**config.mk**
```make
export PLATFORM = sky130hd
export DESIGN_NAME = mem_read_arbiter_flat
export DESIGN_NICKNAME = d
export VERILOG_FILES = /design/src/rtl/mem_read_arbiter_if.sv /design/src/rtl/mem_read_arbiter.sv /design/src/flat_wrapper.sv
export SDC_FILE = /design/constraint.sdc
export NUM_CORES = 1
export LEC_CHECK = 0
export CORE_ASPECT_RATIO = 0.8
export CORE_MARGIN = 2
export CORE_UTILIZATION = 37
export DETAILED_ROUTE_END_ITERATION = 7
export PLACE_DENSITY = 0.95
export SLEW_MARGIN = 25
export SYNTH_ARGS = -nofsm -noshare
export SYNTH_HDL_FRONTEND = slang
export SYNTH_SLANG_ARGS = --single-unit
```
**constraint.sdc**
```tcl
create_clock -name clk -period 3.58 [get_ports clk]
set_input_delay 0.895 -clock clk [delete_from_list [all_inputs] [get_ports clk]]
set_output_delay 0.895 -clock clk [all_outputs]
set_load 0.005 [all_outputs]
```
**src/rtl/mem_read_arbiter_if.sv**
```systemverilog
// Read-burst bus shared by the requester ports and the memory read channels.
// slave is the arbiter's view, master is the requester/memory environment.
`ifndef ADDR_WIDTH
`define ADDR_WIDTH 32
`endif
`ifndef DATA_WIDTH
`define DATA_WIDTH 32
`endif

interface mem_read_arbiter_if #(
  parameter int N_REQ  = 3,
  parameter int ADDR_W = `ADDR_WIDTH,
  parameter int DATA_W = `DATA_WIDTH
);
  logic [N_REQ-1:0]             req_arvalid;
  logic [N_REQ-1:0][ADDR_W-1:0] req_araddr;
  logic [N_REQ-1:0][4:0]        req_arlen;
  logic [N_REQ-1:0]             req_arready;
  logic [N_REQ-1:0]             req_rvalid;
  logic [DATA_W-1:0]            req_rdata;

  logic [ADDR_W-1:0]            mem_araddr;
  logic [4:0]                   mem_arlen;
  logic [3:0]                   mem_arid;
  logic                         mem_arvalid;
  logic                         mem_arready;
  logic                         mem_rvalid;
  logic [DATA_W-1:0]            mem_rdata;
  logic                         mem_rready;

  modport slave (
    input  req_arvalid, req_araddr, req_arlen, mem_arready, mem_rvalid, mem_rdata,
    output req_arready, req_rvalid, req_rdata,
           mem_araddr, mem_arlen, mem_arid, mem_arvalid, mem_rready
  );

  modport master (
    output req_arvalid, req_araddr, req_arlen, mem_arready, mem_rvalid, mem_rdata,
    input  req_arready, req_rvalid, req_rdata,
           mem_araddr, mem_arlen, mem_arid, mem_arvalid, mem_rready
  );
endinterface

```
**src/rtl/mem_read_arbiter.sv**
```systemverilog
// Three-way read-burst arbiter: round-robin between d-cache and i-cache,
// prefetch only when both are idle; one burst outstanding at a time.
`ifndef ADDR_WIDTH
`define ADDR_WIDTH 32
`endif
`ifndef DATA_WIDTH
`define DATA_WIDTH 32
`endif

module mem_read_arbiter #(
  parameter int ADDR_W = `ADDR_WIDTH,
  parameter int DATA_W = `DATA_WIDTH,
  parameter int N_REQ  = 3
) (
  input  logic              clk,
  input  logic              rst_n,
  mem_read_arbiter_if.slave bus,
  output logic              busy
);

  typedef enum logic [1:0] {IDLE, ADDR, DATA} state_t;

  state_t            state;
  logic              last_grant;   // 1: requester 1 won last, so 0 wins a tie
  logic [1:0]        grant_idx;
  logic [ADDR_W-1:0] addr_q;
  logic [4:0]        len_q;
  logic [4:0]        cnt;
  logic              mem_arvalid_q;
  logic              mem_rready_q;

  logic              arb_vld;
  logic [1:0]        arb_idx;
  logic [N_REQ-1:0]  arready_d;
  logic [N_REQ-1:0]  rvalid_d;
  logic [DATA_W-1:0] rdata;

  always_comb begin
    arb_vld = 1'b0;
    arb_idx = 2'd0;
    if (bus.req_arvalid[0] && bus.req_arvalid[1]) begin
      arb_vld = 1'b1;
      arb_idx = last_grant ? 2'd0 : 2'd1;
    end else if (bus.req_arvalid[0]) begin
      arb_vld = 1'b1;
      arb_idx = 2'd0;
    end else if (bus.req_arvalid[1]) begin
      arb_vld = 1'b1;
      arb_idx = 2'd1;
    end else if (bus.req_arvalid[2]) begin
      arb_vld = 1'b1;
      arb_idx = 2'd2;
    end
  end

  // Accept and beat strobes are combinational so they line up with the
  // cycle the request or memory beat is presented; rst_n masks the accept.
  always_comb begin
    arready_d = '0;
    rvalid_d  = '0;
    for (int i = 0; i < N_REQ; i++) begin
      arready_d[i] = rst_n && (state == IDLE) && arb_vld && (arb_idx == i[1:0]);
      rvalid_d[i]  = (state == DATA) && bus.mem_rvalid && (grant_idx == i[1:0]);
    end
  end

  assign rdata           = bus.mem_rdata;
  assign bus.req_rdata   = rdata;
  assign bus.req_arready = arready_d;
  assign bus.req_rvalid  = rvalid_d;
  assign bus.mem_araddr  = addr_q;
  assign bus.mem_arlen   = len_q;
  assign bus.mem_arid    = {2'b00, grant_idx};
  assign bus.mem_arvalid = mem_arvalid_q;
  assign bus.mem_rready  = mem_rready_q;

  always_ff @(posedge clk or negedge rst_n) begin
    if (!rst_n) begin
      state         <= IDLE;
      last_grant    <= 1'b1;
      grant_idx     <= 2'd0;
      addr_q        <= '0;
      len_q         <= '0;
      cnt           <= '0;
      mem_arvalid_q <= 1'b0;
      mem_rready_q  <= 1'b0;
      busy          <= 1'b0;
    end else begin
      case (state)
        IDLE: begin
          if (arb_vld) begin
            grant_idx     <= arb_idx;
            addr_q        <= bus.req_araddr[arb_idx];
            len_q         <= bus.req_arlen[arb_idx];
            if (arb_idx != 2'd2) last_grant <= arb_idx[0];
            mem_arvalid_q <= 1'b1;
            busy          <= 1'b1;
            state         <= ADDR;
          end
        end
        ADDR: begin
          if (bus.mem_arready) begin
            mem_arvalid_q <= 1'b0;
            mem_rready_q  <= 1'b1;
            cnt           <= (len_q == 5'd0) ? 5'd1 : len_q;
            state         <= DATA;
          end
        end
        DATA: begin
          if (bus.mem_rvalid) begin
            cnt <= cnt - 5'd1;
            if (cnt <= 5'd1) begin
              mem_rready_q <= 1'b0;
              busy         <= 1'b0;
              state        <= IDLE;
            end
          end
        end
        default: state <= IDLE;
      endcase
    end
  end

endmodule

```
**src/flat_wrapper.sv**
```systemverilog
// flat-port wrapper written by rule: the top's interface ports become plain ports
module mem_read_arbiter_flat 
#(
  parameter int ADDR_W = `ADDR_WIDTH,
  parameter int DATA_W = `DATA_WIDTH,
  parameter int N_REQ  = 3
)
  (clk, rst_n, busy, bus_req_arvalid, bus_req_araddr, bus_req_arlen, bus_mem_arready, bus_mem_rvalid, bus_mem_rdata, bus_req_arready, bus_req_rvalid, bus_req_rdata, bus_mem_araddr, bus_mem_arlen, bus_mem_arid, bus_mem_arvalid, bus_mem_rready);
  mem_read_arbiter_if #(.N_REQ(N_REQ), .ADDR_W(ADDR_W), .DATA_W(DATA_W)) bus_i ();
  input  logic clk;
  input  logic rst_n;
  output logic busy;
  input wire logic [$bits(bus_i.req_arvalid)-1:0] bus_req_arvalid;
  input wire logic [$bits(bus_i.req_araddr)-1:0] bus_req_araddr;
  input wire logic [$bits(bus_i.req_arlen)-1:0] bus_req_arlen;
  input wire logic [$bits(bus_i.mem_arready)-1:0] bus_mem_arready;
  input wire logic [$bits(bus_i.mem_rvalid)-1:0] bus_mem_rvalid;
  input wire logic [$bits(bus_i.mem_rdata)-1:0] bus_mem_rdata;
  output wire logic [$bits(bus_i.req_arready)-1:0] bus_req_arready;
  output wire logic [$bits(bus_i.req_rvalid)-1:0] bus_req_rvalid;
  output wire logic [$bits(bus_i.req_rdata)-1:0] bus_req_rdata;
  output wire logic [$bits(bus_i.mem_araddr)-1:0] bus_mem_araddr;
  output wire logic [$bits(bus_i.mem_arlen)-1:0] bus_mem_arlen;
  output wire logic [$bits(bus_i.mem_arid)-1:0] bus_mem_arid;
  output wire logic [$bits(bus_i.mem_arvalid)-1:0] bus_mem_arvalid;
  output wire logic [$bits(bus_i.mem_rready)-1:0] bus_mem_rready;
  assign bus_i.req_arvalid = bus_req_arvalid;
  assign bus_i.req_araddr = bus_req_araddr;
  assign bus_i.req_arlen = bus_req_arlen;
  assign bus_i.mem_arready = bus_mem_arready;
  assign bus_i.mem_rvalid = bus_mem_rvalid;
  assign bus_i.mem_rdata = bus_mem_rdata;
  assign bus_req_arready = bus_i.req_arready;
  assign bus_req_rvalid = bus_i.req_rvalid;
  assign bus_req_rdata = bus_i.req_rdata;
  assign bus_mem_araddr = bus_i.mem_araddr;
  assign bus_mem_arlen = bus_i.mem_arlen;
  assign bus_mem_arid = bus_i.mem_arid;
  assign bus_mem_arvalid = bus_i.mem_arvalid;
  assign bus_mem_rready = bus_i.mem_rready;
  mem_read_arbiter #(.ADDR_W(ADDR_W), .DATA_W(DATA_W), .N_REQ(N_REQ)) u_core (.clk(clk), .rst_n(rst_n), .bus(bus_i), .busy(busy));
endmodule
```
==> run metrics, run 1 <==
outcome=completed; crit path capture type=primary output; crit-path max FO=4; top cells by area, synth=dfrtp_1 (39%), o21ai_0 (10%), buf_4 (8.7%), a21oi_1 (7.4%), a221o_1 (6.4%); CTS Buf Count=5; postcts setup bufs=0; Yosys cell types=36; synthesized instance count=370; slew margin rel.=46.56%; NumNets Final=641; area growth from synthesis to layout=50.08%; cell area after synthesis=3115 µm²; Final Skew=0.006858 ns; synth cell count leaders=o21ai_0 (64), dfrtp_1 (49), a21oi_1 (46); Crit Path Class=in -> out; PortBufs=165; DR WL/cell=18.18 µm; R2R Setup Slk=1.57 ns; row count=29; Seq/Total Area, Yosys=40.20%; pins over their slew limit=0; clk slew on worst S/H paths=0.08 ns; most common cell in the netlist=o21ai_0; setup_tns=0 ns; Seq cells post-synth=50; worst vdd ir=261.5 µV; final-report hold violation count=0; vias per inst=5.711; Main synth FF type=dfrtp_1; CTS-repair resized insts=0; Die Wd=106.6 µm; Via Count=3415; core area=8055 µm²; initial DRC count=213; period utilisation layout=89.43%; CP Data Arrival Time=2.31 ns; largest net degree at the start of global routing=51; Setup-failing EPs final=0; Total Power=3.037 mW; cts hold-fix bufs=0; number of synthesized flops with an enable pin=0; min Tclk post-route=3.201 ns; Antenna diodes=0; CTS Sinks=50; clk_lat worst skew=0.29 ns; clk buf depth=2; Remaining DRCs=0; initial antenna violation count=0; area leader, netlist=dfrtp_1; layout cells sized above 1=4.898%; PD cells=649.4 nW/µm²; post-route ant nets=0; YS warnings=0; max-cap violations=0; first-pass GRT wire length=16.55 mm; die area=9175 µm²; Die H=86.08 µm; Leak=1.853 nW; Setup WS post-layout=0.3785 ns; GRT Residual Overflow=0; worst-margin pin slew=0.8007 ns; GRT Total Usage=22.56%; 1st-pass router iterations=5; RePlAce Congestion=0.8745; IO Pins=232; Mean Syn Cell Area=8.420 µm²; final WL=10.87 mm; CTS Root Cell=clkbuf_8; Synth top area share=39.36%; maximum clock rate=312.4 MHz; Crit path required time=2.68 ns; number of H-tree levels=2; RSZ-0062 raised after global routing=false; Initial Utilization=38.68%; startpoint types=input pin; Post-Place Setup Slack=0.3861 ns; Async SR Flop Fraction=100.0%; HPWL after detailed placement=8.023 mm; CTS tree=yes; Hold Crit Class=reg -> reg; number of global-route vias before repair=3454
[through the flow]
step	cells	cell area [µm²]	utilization, %	hold WS, ns
6_report	598	4676	58.05	0.4927
5_1_grt	598	4676	58.05	0.5105
4_1_cts	598	4676	58.05	0.4945
3_5_place_dp	590	4566	56.68	0.4737
3_3_place_gp	590	4566	56.68	0.4650
2_1_floorplan	371	3119	-	0.4692
[critical path, cell delays in order]
cell	delay [ns]
clkdlybuf4s50_1	0.48
nand3b_1	0.13
nor3b_1	0.25
clkdlybuf4s50_1	0.54
[where the power goes]
group	leakage (nW)	switching (mW)	internal (mW)	total [mW]
clock network	0.0514	0.182	0.209	0.391
registers	0.608	0.216	0.843	1.06
logic	1.19	0.731	0.855	1.59
total	1.85	1.13	1.91	3.04
[kinds of logic (layout without fill, tap and decap cells)]
logic type / Yosys count / in the layout / share of synthesized area [%]
adder cells (fa/ha/maj): 2 / 2 / 0.8031
AND/OR/NAND/NOR: 75 / 75 / 11.77
AO/OA/AOI/OAI: 157 / 157 / 31.53
flip-flops: 50 / 50 / 40.20
other: 1 / 2 / 0.1204
buffers and inverters: 85 / 204 / 15.58
[cell usage in the layout, fill, tap and decap left out, drive strengths merged, types with 10 or more instances in the layout]
master,instances
a21oi,47
a221o,20
a221oi,17
buf,10
clkdlybuf4s50,164
dfrtp,49
inv,22
nand2,23
nand3,20
nor2,13
o21ai,67
[final timing paths]
path,start,endpoint,cells past startpoint
worst min-delay path,u_core.bus.mem_araddr[25]$_DFFE_PN0P_,u_core.bus.mem_araddr[25]$_DFFE_PN0P_,2
min in group asynchronous,rst_n,u_core.cnt[0]$_DFFE_PN0P_,2
max in group asynchronous,rst_n,u_core.bus.mem_araddr[9]$_DFFE_PN0P_,2
worst min register to register,u_core.bus.mem_araddr[25]$_DFFE_PN0P_,u_core.bus.mem_araddr[25]$_DFFE_PN0P_,2
worst max-delay path,bus_mem_rvalid,bus_req_rvalid[1],4
worst max register to register,u_core.state[0]$_DFFE_PN0P_,u_core.bus.mem_araddr[18]$_DFFE_PN0P_,3
[cell type report]
class,instances,area [µm²]
clock buffers,6,72.57
inverters,22,82.58
well taps,108,135.1
clock inverters,2,37.54
repair buffers,174,1714
fillers,725,3379
multi-input cells,236,1381
flip-flops and latches,50,1252
[registers in the layout (all words and copies together), names as in the netlist]
signal,cells
u_core.state,2
u_core.busy,1
u_core.bus.mem_arlen,5
u_core.bus.mem_araddr,32
u_core.last_grant,1
u_core.bus.mem_arvalid,1
u_core.cnt,5
u_core.bus.mem_rready,1
u_core.grant_idx,2
[layer usage]
layer	vias up	wire length, µm	GRT usage (%)
li1	1537	-	-
met3	19	1017	6.155
met5	-	0	0
met2	235	5395	40.42
met1	1624	4282	26.69
met4	0	175	6.257
Note: power is estimated with default switching activity, not from simulation.
==> run 2: changes to the inputs <==
- CORE_ASPECT_RATIO: 0.8 -> unset
- CORE_UTILIZATION: 37 -> 35
- PLACE_DENSITY: 0.95 -> 0.93
- clock period: 3.58 -> 3 ns (I/O delays scaled with it)
==> run 2 against run 1 <==
  * Power increased by 23%
  * Sequential cell count unchanged
  * Design area increased by 0.91%
  * Sequential power is 18% higher
  * Hold slack hardly changed
  * Die area increased by 5.4%
  * Clock power increased by 50%
  * Largest power group unchanged
==> run metrics, run 2 (synthesized netlist as in run 1, its figures left out) <==
Final Non-Filler Cells=599; post-route ant nets=0; CTS Sinks=50; final WL=11.24 mm; largest net degree at the start of global routing=51; Initial Utilization=35.90%; Placed Cells=591; Via Count=3359; design area=4718 µm²; Crit Path Class=in -> out; max-cap violations=0; Switching Power=1.338 mW; hold path cells=2; startpoint types=input pin; clk buf depth=2; Die H=98.35 µm; R2R Setup Slk=1.01 ns; CP Data Arrival Time=2.13 ns; NumNets Final=642; row count=34; Final Skew=0.006521 ns; RR Endpoint=u_core.bus.mem_araddr[3]$_DFFE_PN0P_; period utilisation layout=96.03%; Antenna diodes=0; crit path capture type=primary output; clk slew on worst S/H paths=0.10 ns; core area=8678 µm²; CTS Root Cell=clkbuf_8; Die Wd=98.35 µm; number of H-tree levels=2; outcome=completed; PortBufs=165; HPWL after detailed placement=8.114 mm; CTS Buf Count=5; CTS tree=yes; final-report hold violation count=0; initial antenna violation count=0; IO Pins=232; GRT Total Usage=21.84%; die area=9672 µm²; max FFs per register=32; maximum clock rate=347.1 MHz; worst-margin pin slew=0.8181 ns; Hold Crit Class=reg -> reg; Leak=1.895 nW; layout cells sized above 1=5.295%; number of global-route vias before repair=3554; vias per inst=5.608; most frequent cells in the layout=clkdlybuf4s50_1 (163), o21ai_0 (64), dfrtp_1 (49), a21oi_1 (46), nand2_1 (23); pins over their slew limit=0; PD cells=788.4 nW/µm²; 1st-pass router iterations=5; crit-path max FO=4; Internal=2.382 mW; hold slack=0.4926 ns; Gate power share=50.6%; first-pass GRT wire length=17.18 mm; cell area after placement=4573 µm²; clk_lat worst skew=0.30 ns; hold path endpoint=u_core.bus.mem_arvalid$_DFFE_PN0P_; GRT Residual Overflow=0; worst r2r path cells=3; most common cell after layout, fill and taps aside=clkdlybuf4s50_1; RR Startpoint=u_core.state[0]$_DFFE_PN0P_; Sequential Power Share=33.7%; Total Power=3.720 mW; area growth from synthesis to layout=51.45%; setup_tns=0 ns; min Tclk post-route=2.881 ns; worst vdd ir=388.5 µV; slew margin rel.=45.40%; DR WL/cell=18.76 µm; Sw Ratio=35.97%; Fillers=816; RSZ-0062 raised after global routing=false; hold path start=u_core.bus.mem_arvalid$_DFFE_PN0P_; Remaining DRCs=0; postcts setup bufs=0; initial DRC count=111; clock share of power=15.7%; Crit path required time=2.25 ns; Setup-failing EPs final=0; RePlAce Congestion=0.8213
==> run 2: layout make-up <==
cell class	instances	area (µm²)	share of cell area [%]
sequential	50	1252	26.54
multi-input combinational	236	1381	29.28
inverter	22	82.58	1.750
clock buffer	6	82.58	1.750
timing repair buffer	175	1724	36.54
clock inverter	2	60.06	1.273
tap	108	135.1	2.864
==> run 2: worst max-delay path: stages <==
cell	delay (ns)
clkdlybuf4s50_1	0.47
nand3b_1	0.13
nor3b_1	0.24
clkdlybuf4s50_1	0.54
==> run 2: worst max-delay path by stage <==
stage / from / end / slack [ns] / depth (start not counted)
3_5_place_dp: bus_req_arvalid[1] / bus_req_arready[1] / 0.09 / 4
3_3_place_gp: bus_req_arvalid[1] / bus_req_arready[1] / 0.08 / 4
2_1_floorplan: bus_req_arvalid[0] / bus_req_arready[1] / 0.75 / 5
4_1_cts: bus_req_arvalid[1] / bus_req_arready[1] / 0.08 / 4
6_report: bus_mem_rvalid / bus_req_rvalid[1] / 0.12 / 4
5_1_grt: bus_mem_rvalid / bus_req_rvalid[1] / 0.02 / 4
==> run 2: timing repair <==
| item | 4_1_cts | 5_1_grt |
|---|---|---|
| gates resized for setup | 0 | 1 |
| endpoints found under the setup margin | 0 | 1 |
| hold buffers | 0 | 0 |
| hold endpoints to repair | 0 | 0 |
==> run 2: power groups by stage <==
stage          combinational (mW)  clock, mW  sequential, mW
4_1_cts                      1.89      0.598            1.25
5_1_grt                      2.06      0.627            1.29
3_3_place_gp                 1.81          0            1.24
3_5_place_dp                 1.90          0            1.26
6_report                     1.88      0.585            1.25
2_1_floorplan               0.980          0            1.23
==> run 2: routing by layer <==
layer	GRT usage (%)	up-vias	share of wire (%)
li1	-	1539	-
met1	25.30	1612	38
met2	39.30	188	52
met3	4.581	20	7.6
met4	8.430	0	1.8
met5	0	-	0
==> run 2: per-stage QoR <==
stage	setup slack, ns	util (%)
finish	0.1191	54.37
global route	0.02180	54.37
CTS	0.08318	54.34
detailed placement	0.09148	52.70
global placement	0.08320	52.70
floorplan	0.7498	-
==> run 3: changes to the inputs <==
- TNS_END_PERCENT: unset -> 1
==> results of run 3 <==
No change in the layout: final DEF, timing and power equal those of run 2.
